## src/rtl/pipe_pkg.sv

```systemverilog
// Shared definitions for the inter-stage pipeline buffers: occupancy states,
// control-bundle bit positions and the bubble encoding.
package pipe_pkg;

  typedef enum logic [1:0] {
    EMPTY = 2'd0,
    ONE   = 2'd1,
    TWO   = 2'd2
  } buf_state_t;

  localparam int CTRL_W_DEF = 9;

  // Control bundle layout, shared with the control unit and stage logic
  localparam int CTRL_ALOP_LO  = 0;
  localparam int CTRL_ALOP_HI  = 1;
  localparam int CTRL_REGWRITE = 2;
  localparam int CTRL_ALUSRC   = 3;
  localparam int CTRL_MEMWRITE = 4;
  localparam int CTRL_MEMREG   = 5;
  localparam int CTRL_MEMREAD  = 6;
  localparam int CTRL_BRANCH   = 7;
  localparam int CTRL_REGDST   = 8;

  localparam logic [CTRL_W_DEF-1:0] CTRL_BUBBLE = '0;

  // True when a control word would change architectural state
  function automatic logic ctrl_has_side_effect(input logic [CTRL_W_DEF-1:0] c);
    return c[CTRL_REGWRITE] | c[CTRL_MEMWRITE];
  endfunction

endpackage

```

## src/rtl/pipe_stage_buf.sv

```systemverilog
// Generic inter-stage pipeline buffer with valid/ready handshake, flush,
// bubble insertion and an optional two-entry skid for a registered in_ready.
module pipe_stage_buf
  import pipe_pkg::*;
#(
  parameter int DATA_W = 32,
  parameter int CTRL_W = 9,
  parameter int SKID   = 1
) (
  input  logic              clk,
  input  logic              rst,
  input  logic              in_valid,
  output logic              in_ready,
  input  logic [DATA_W-1:0] in_data,
  input  logic [CTRL_W-1:0] in_ctrl,
  input  logic              flush,
  output logic              out_valid,
  input  logic              out_ready,
  output logic [DATA_W-1:0] out_data,
  output logic [CTRL_W-1:0] out_ctrl,
  output logic [1:0]        level
);

  buf_state_t        state;
  buf_state_t        state_nxt;
  logic [DATA_W-1:0] head_data;
  logic [DATA_W-1:0] head_data_nxt;
  logic [CTRL_W-1:0] head_ctrl;
  logic [CTRL_W-1:0] head_ctrl_nxt;
  logic              accept;
  logic              consume;

  assign accept    = in_valid & in_ready;
  assign out_valid = (state != EMPTY);
  assign consume   = out_valid & out_ready;

  // Head register: the entry presented downstream
  always_ff @(posedge clk) begin
    if (rst) begin
      state     <= EMPTY;
      head_data <= '0;
      head_ctrl <= '0;
    end else begin
      state     <= state_nxt;
      head_data <= head_data_nxt;
      head_ctrl <= head_ctrl_nxt;
    end
  end

  assign out_data = head_data;
  assign out_ctrl = out_valid ? head_ctrl : CTRL_W'(CTRL_BUBBLE);
  assign level    = 2'(state);

  if (SKID != 0) begin : g_skid
    logic [DATA_W-1:0] skid_data;
    logic [CTRL_W-1:0] skid_ctrl;
    logic              ld_skid;
    logic              in_ready_r;

    always_comb begin
      state_nxt     = state;
      head_data_nxt = head_data;
      head_ctrl_nxt = head_ctrl;
      ld_skid       = 1'b0;
      if (flush) begin
        state_nxt = EMPTY;
      end else begin
        case (state)
          EMPTY: begin
            if (accept) begin
              state_nxt     = ONE;
              head_data_nxt = in_data;
              head_ctrl_nxt = in_ctrl;
            end
          end
          ONE: begin
            if (accept && consume) begin
              head_data_nxt = in_data;
              head_ctrl_nxt = in_ctrl;
            end else if (accept) begin
              state_nxt = TWO;
              ld_skid   = 1'b1;
            end else if (consume) begin
              state_nxt = EMPTY;
            end
          end
          TWO: begin
            // in_ready is low here, so only a consume can move us
            if (consume) begin
              state_nxt     = ONE;
              head_data_nxt = skid_data;
              head_ctrl_nxt = skid_ctrl;
            end
          end
          default: state_nxt = EMPTY;
        endcase
      end
    end

    always_ff @(posedge clk) begin
      if (rst) begin
        skid_data  <= '0;
        skid_ctrl  <= '0;
        in_ready_r <= 1'b0;
      end else begin
        if (ld_skid) begin
          skid_data <= in_data;
          skid_ctrl <= in_ctrl;
        end
        in_ready_r <= (state_nxt != TWO);
      end
    end

    assign in_ready = in_ready_r;
  end else begin : g_noskid
    always_comb begin
      state_nxt     = state;
      head_data_nxt = head_data;
      head_ctrl_nxt = head_ctrl;
      if (flush) begin
        state_nxt = EMPTY;
      end else if (accept) begin
        state_nxt     = ONE;
        head_data_nxt = in_data;
        head_ctrl_nxt = in_ctrl;
      end else if (consume) begin
        state_nxt = EMPTY;
      end
    end

    // Ready passes straight through from downstream; no second slot exists
    assign in_ready = ~rst & (~out_valid | out_ready);
  end

endmodule

```

## config.mk

```make
export PLATFORM = sky130hd
export DESIGN_NAME = pipe_stage_buf
export DESIGN_NICKNAME = d
export VERILOG_FILES = /design/src/rtl/pipe_pkg.sv /design/src/rtl/pipe_stage_buf.sv
export SDC_FILE = /design/constraint.sdc
export NUM_CORES = 1
export LEC_CHECK = 0
export CORE_UTILIZATION = 30
export DETAILED_ROUTE_END_ITERATION = 8
export SLEW_MARGIN = 10
export SYNTH_ARGS = -nofsm -noshare
export SYNTH_HDL_FRONTEND = slang
export SYNTH_SLANG_ARGS = --single-unit
```

## constraint.sdc

```tcl
create_clock -name clk -period 2.44 [get_ports clk]
set_input_delay 0.366 -clock clk [delete_from_list [all_inputs] [get_ports clk]]
set_output_delay 0.366 -clock clk [all_outputs]
set_load 0.03 [all_outputs]
```

Yosys cells after proc, flatten, opt, wreduce, memory -nomap -nowiden --
Index checks and enable logic that the tools add are counted.
Operators by class: equality and inequality tests 6, muxes and demuxes 20, bitwise operators 3, reduce and logical (&&, ||, !) cells 5
Operators by type and width (number):
- $mux W32 | 3
- $pmux W32 S3 | 1
- $mux W9 | 4
- $pmux W9 S3 | 1
- $mux W2 | 6
- $ne A2 B2 Y1 const B | 4
- $pmux W2 S3 | 1
- $reduce_and A5 Y1 | 1
- $mux W1 | 4
- $reduce_bool A3 Y1 | 1
- $and A1 B1 Y1 | 2
- $eq A2 B1 Y1 const B | 1
- $eq A2 B2 Y1 const B | 1
- $logic_not A2 Y1 | 1
- $reduce_bool A2 Y1 | 1
- $logic_and A1 B1 Y1 | 1
- $not A1 Y1 | 1
Word-level totals: register bits after elaboration 85, input port bits 46, output and inout port bits 45

Depth between registers and ports, before layout --
depth after elaboration 8, depth in mapped cells 6

Worst setup path before layout --
No wires, ideal clock.
kind register to output, start point register state[1], in the netlist level[1], end point output out_ctrl[0], arrival 1.264 ns, data required time 2.074 ns, path slack 0.810 ns, cell stages (with the launch flop) 3, path buffers 0, cells stage by stage dfxtp_1 -> nor2_1 -> nor2b_1
Between the ends: longest elaborated chain between the ends 2
Ends and longest elaborated chain:
- from (decl) | line pipe_stage_buf.sv:24 | buf_state_t state;
- from (signal assigned) | line pipe_stage_buf.sv:44 | state <= state_nxt;
- $reduce_bool A2 Y1 | line pipe_stage_buf.sv:34 | assign out_valid = (state != EMPTY);
- $mux W9 | line pipe_stage_buf.sv:51 | assign out_ctrl = out_valid ? head_ctrl : CTRL_W'(CTRL_BUBBLE);
- to (decl) | line pipe_stage_buf.sv:20 | output logic [CTRL_W-1:0] out_ctrl,
Every way passes these cells.

Worst setup path in the final report --
start point register state[1], in the netlist level[1], end point output out_ctrl[7]
Same word-level chain as after synthesis.

==> metrics.log <==
INFO  metric outcome = finished clean
INFO  metric fin_tns_setup = 0 ns
INFO  metric synth_top_family_by_area = simple AND/OR/NAND/NOR gates
INFO  metric fp.dieW = 109 um
INFO  metric most_area_hungry_cell_type_in_the_yosys_netlist = sky130_fd_sc_hd__dfxtp_1
INFO  metric ys_top_cells_by_area = sky130_fd_sc_hd__dfxtp_1 50%, sky130_fd_sc_hd__mux2i_1 12%, sky130_fd_sc_hd__a211oi_1 9.2%, sky130_fd_sc_hd__nand2_1 9.1%, sky130_fd_sc_hd__a21oi_1 6.0%
INFO  metric max_cap_violations = 0
INFO  metric cp.arrival = ~1.8 ns
INFO  metric core_region_area = around 0.011 mm2
INFO  metric xor_xnor_portion_of_the_synthesized_cell_area = less than 1%
INFO  metric hold_start = g_skid.skid_ctrl[6]
INFO  metric cts_tree = built
INFO  metric route.vias.total = 2818
INFO  metric antenna_found_initial = 0
INFO  metric avgSynthCellArea = roughly 8.8 um2
INFO  metric diodes = 0
INFO  metric synth.distinct_cells = 20
INFO  metric max_slew_margin = between 50% and 60%
INFO  metric grt_max_degree = 83
INFO  metric rr_endpoint = g_skid.skid_data[4]
INFO  metric synthDominantCellAreaShare = 49.8%
INFO  metric post_route_cells_drive_above_1_share = under 10%
INFO  metric num-nets-final = approximately 510
INFO  metric grt_overflow = 0
INFO  metric critical-path-top-delay-family = buffers and inverters
INFO  metric timing.hold.worst.class = register to register
INFO  metric floorplan.die.height = approximately 110 um
INFO  metric rsz0062_at_grt = false
INFO  metric post_synth_fa_ha_maj_area_fraction = 0%
INFO  metric critical_path.startpoint_type = register
INFO  metric detail_route.drc_violations = 0
INFO  metric final-setup-viol-count = 0
INFO  metric hold_end = g_skid.skid_ctrl[6]
INFO  metric placement.io_buffers = 90
INFO  metric yosysMostFrequentCell = sky130_fd_sc_hd__dfxtp_1
INFO  metric routed_via_density = ~4.6
INFO  metric first_pass_grt_wire_length = approximately 12 mm
INFO  metric timing_hold_violations_final = 0
INFO  metric firstDrtPassIters = 4
INFO  metric layout_setup_ws = between 0.2 and 0.3 ns
INFO  metric fmax = between 0.4 and 0.5 GHz
INFO  metric clock_skew = about 0.0081 ns
INFO  metric initial_detailed_routing_violation_count = 94
INFO  metric synth_top_cells_by_count = 85 x sky130_fd_sc_hd__dfxtp_1, 83 x sky130_fd_sc_hd__nand2_1, 43 x sky130_fd_sc_hd__nor2_1
INFO  metric worst-r2r-setup-slack = between 0.7 and 0.8 ns
INFO  metric cts_inserted_buffers = 9
INFO  metric h-tree-depth = 3
INFO  metric crit_chain = nor2_2 -> nor2b_1 -> clkdlybuf4s50_1
INFO  metric synth.ff_latch_count = 85
INFO  metric route.detailed.wl_per_inst = 12.4 um
INFO  metric cts_repair_resize_count = 1
INFO  metric antenna_left = 0
INFO  metric fp.dieArea = around 0.012 mm2
INFO  metric period_minus_slack = between 2 and 2.5 ns
INFO  metric synth_simple_gate_area_share = around 18%
INFO  metric asyncSetResetFlopFracSynth = 0%
INFO  metric path_buf_inv = 1
INFO  metric crit_slowest_cell = sky130_fd_sc_hd__clkdlybuf4s50_1
INFO  metric worst-path-max-fanout = 10
INFO  metric vdd_ir_drop_max = ~0.40 mV
INFO  metric post_detailed_placement_half_perimeter_wirelength = between 5 and 6 mm
INFO  metric cts_setup_buffers = 0
INFO  metric hold-path-cell-count = 2
INFO  metric cts.sinks = 85
INFO  metric syn-num-nets = ~440
INFO  metric r2r-start = level[1]
INFO  metric top_level_port_count = between 90 and 100
INFO  metric first_global_vias = 2593
INFO  metric synth_area = 0.00342 mm2
INFO  metric place_inst = about 600
INFO  metric synth_edf_count = 0
INFO  metric muxShareOfSynthArea = about an eighth
INFO  metric pre_cts_ws = 0.270 ns
INFO  metric cp_data_required_time = around 2.1 ns
INFO  metric depth_of_the_most_critical_reg_to_reg_path = 5
INFO  metric synth_compound_gate_area_share = 16.1%
INFO  metric ys_seq_area_share = between 40% and 50%
INFO  metric post_synth_inst_count = roughly 400
INFO  metric dpl_cell_area = 0.00445 mm2
INFO  metric clkLatencyLatePin = ~0.32 ns
INFO  metric place_congestion = 0.741
INFO  metric syn2layout_area_growth = 39.2%
INFO  metric start_util = about 31%
INFO  metric criticalPathCategory = register to output pin
INFO  metric path_clk_slew = approximately 0.06 ns
INFO  metric synth_top_flop_cell = sky130_fd_sc_hd__dfxtp_1
INFO  metric clk_path_buf_depth = 2
INFO  metric power.density_cell_area = roughly 670 mW/mm2
INFO  metric fp-row-count = 38
INFO  metric finalInstanceArea = 0.00476 mm2
INFO  metric critical_path.endpoint_type = output pin
INFO  metric fin_crit_sh = 89.7%
INFO  metric hold_slack = about 0.45 ns
INFO  metric worst_path_largest_cell_delay = 0.61 ns
INFO  metric tightestPinTransition = 0.666 ns
INFO  metric final-instance-count-excl-fill = roughly 610
INFO  metric postCtsHoldBufs = 0
INFO  metric cts-root-buf = sky130_fd_sc_hd__clkbuf_16
INFO  metric leakage_power_summed_over_all_cells = roughly 1.9 nW
INFO  metric slew_viol_final = 0
INFO  metric drt-total-wl = 7.60 mm
INFO  metric synth_warnings = 0
INFO  metric total_track_usage = about 13%
## metal layers
metal | share of wire, % | global-route usage [%]
met5 | 0 | 0
met4 | 0.72 | 5.50
met3 | 3.9 | 2.81
met2 | 48 | 23.1
met1 | 47 | 16.2
## tightest hold or removal path: stages (launching register included)
cell and delay (ns):
sky130_fd_sc_hd__dfxtp_1 0.31, sky130_fd_sc_hd__nand2_1 0.05, sky130_fd_sc_hd__a21oi_1 0.05
## per-stage QoR
step | util, % | power, mW
5_1_grt | 43.3 | 3.31
3_5_place_dp | 40.5 | 1.82
4_1_cts | 43.3 | 3.22
6_report | 43.3 | 3.17
3_3_place_gp | 40.5 | 1.82
2_1_floorplan | - | 1.65
## worst max path at each step
stage | start | endpoint | slack [ns] | depth (start not counted)
detailed placement | out_ready | g_skid.skid_data[12] | 0.27 | 6
global route | level[1] | out_ctrl[6] | 0.13 | 3
global placement | level[1] | out_ctrl[6] | 0.33 | 3
CTS | level[1] | out_ctrl[7] | 0.19 | 3
floorplan | level[1] | out_ctrl[0] | 0.81 | 2
finish | level[1] | out_ctrl[7] | 0.25 | 3
## cell type report
cell class	instances	area (um2)
multi-input combinational	272	1590
timing repair buffer	97	973
fill	1089	6220
inverter	2	7.51
clock inverter	5	58.8
clock buffer	11	253
sequential	85	1700
tap	140	175
## cell usage in the layout, fill, tap and decap left out, types with 2 or more instances in the layout
master	count
sky130_fd_sc_hd__mux2i_1	41
sky130_fd_sc_hd__a211oi_1	42
sky130_fd_sc_hd__buf_12	2
sky130_fd_sc_hd__clkdlybuf4s50_1	89
sky130_fd_sc_hd__clkinvlp_4	2
sky130_fd_sc_hd__a21oi_1	41
sky130_fd_sc_hd__dfxtp_1	85
sky130_fd_sc_hd__clkbuf_8	2
sky130_fd_sc_hd__nor2b_1	11
sky130_fd_sc_hd__nor2_1	42
sky130_fd_sc_hd__nand2_1	83
sky130_fd_sc_hd__buf_4	5
sky130_fd_sc_hd__inv_1	2
sky130_fd_sc_hd__clkbuf_16	9
## sequential cells by signal, indices dropped and copies added (netlist names)
| signal | cells |
|---|---|
| g_skid.skid_ctrl | 9 |
| g_skid.skid_data | 32 |
| head_ctrl | 9 |
| in_ready | 1 |
| level | 2 |
| out_data | 32 |
## where the power goes
part / switching, mW / internal [mW] / total, mW
Sequential: 0.0209 / 1.43 / 1.45
Combinational: 0.174 / 0.166 / 0.341
Clock: 0.533 / 0.849 / 1.38
Total: 0.728 / 2.44 / 3.17
## cell families (layout without fill, tap and decap cells)
kind of cell | after synthesis | count (layout)
xor+xnor | 1 | 1
mux | 41 | 41
flops | 85 | 85
buf+inv | 33 | 115
simple gates | 145 | 145
compound gates | 85 | 85
(Power assumes the default switching activity.)
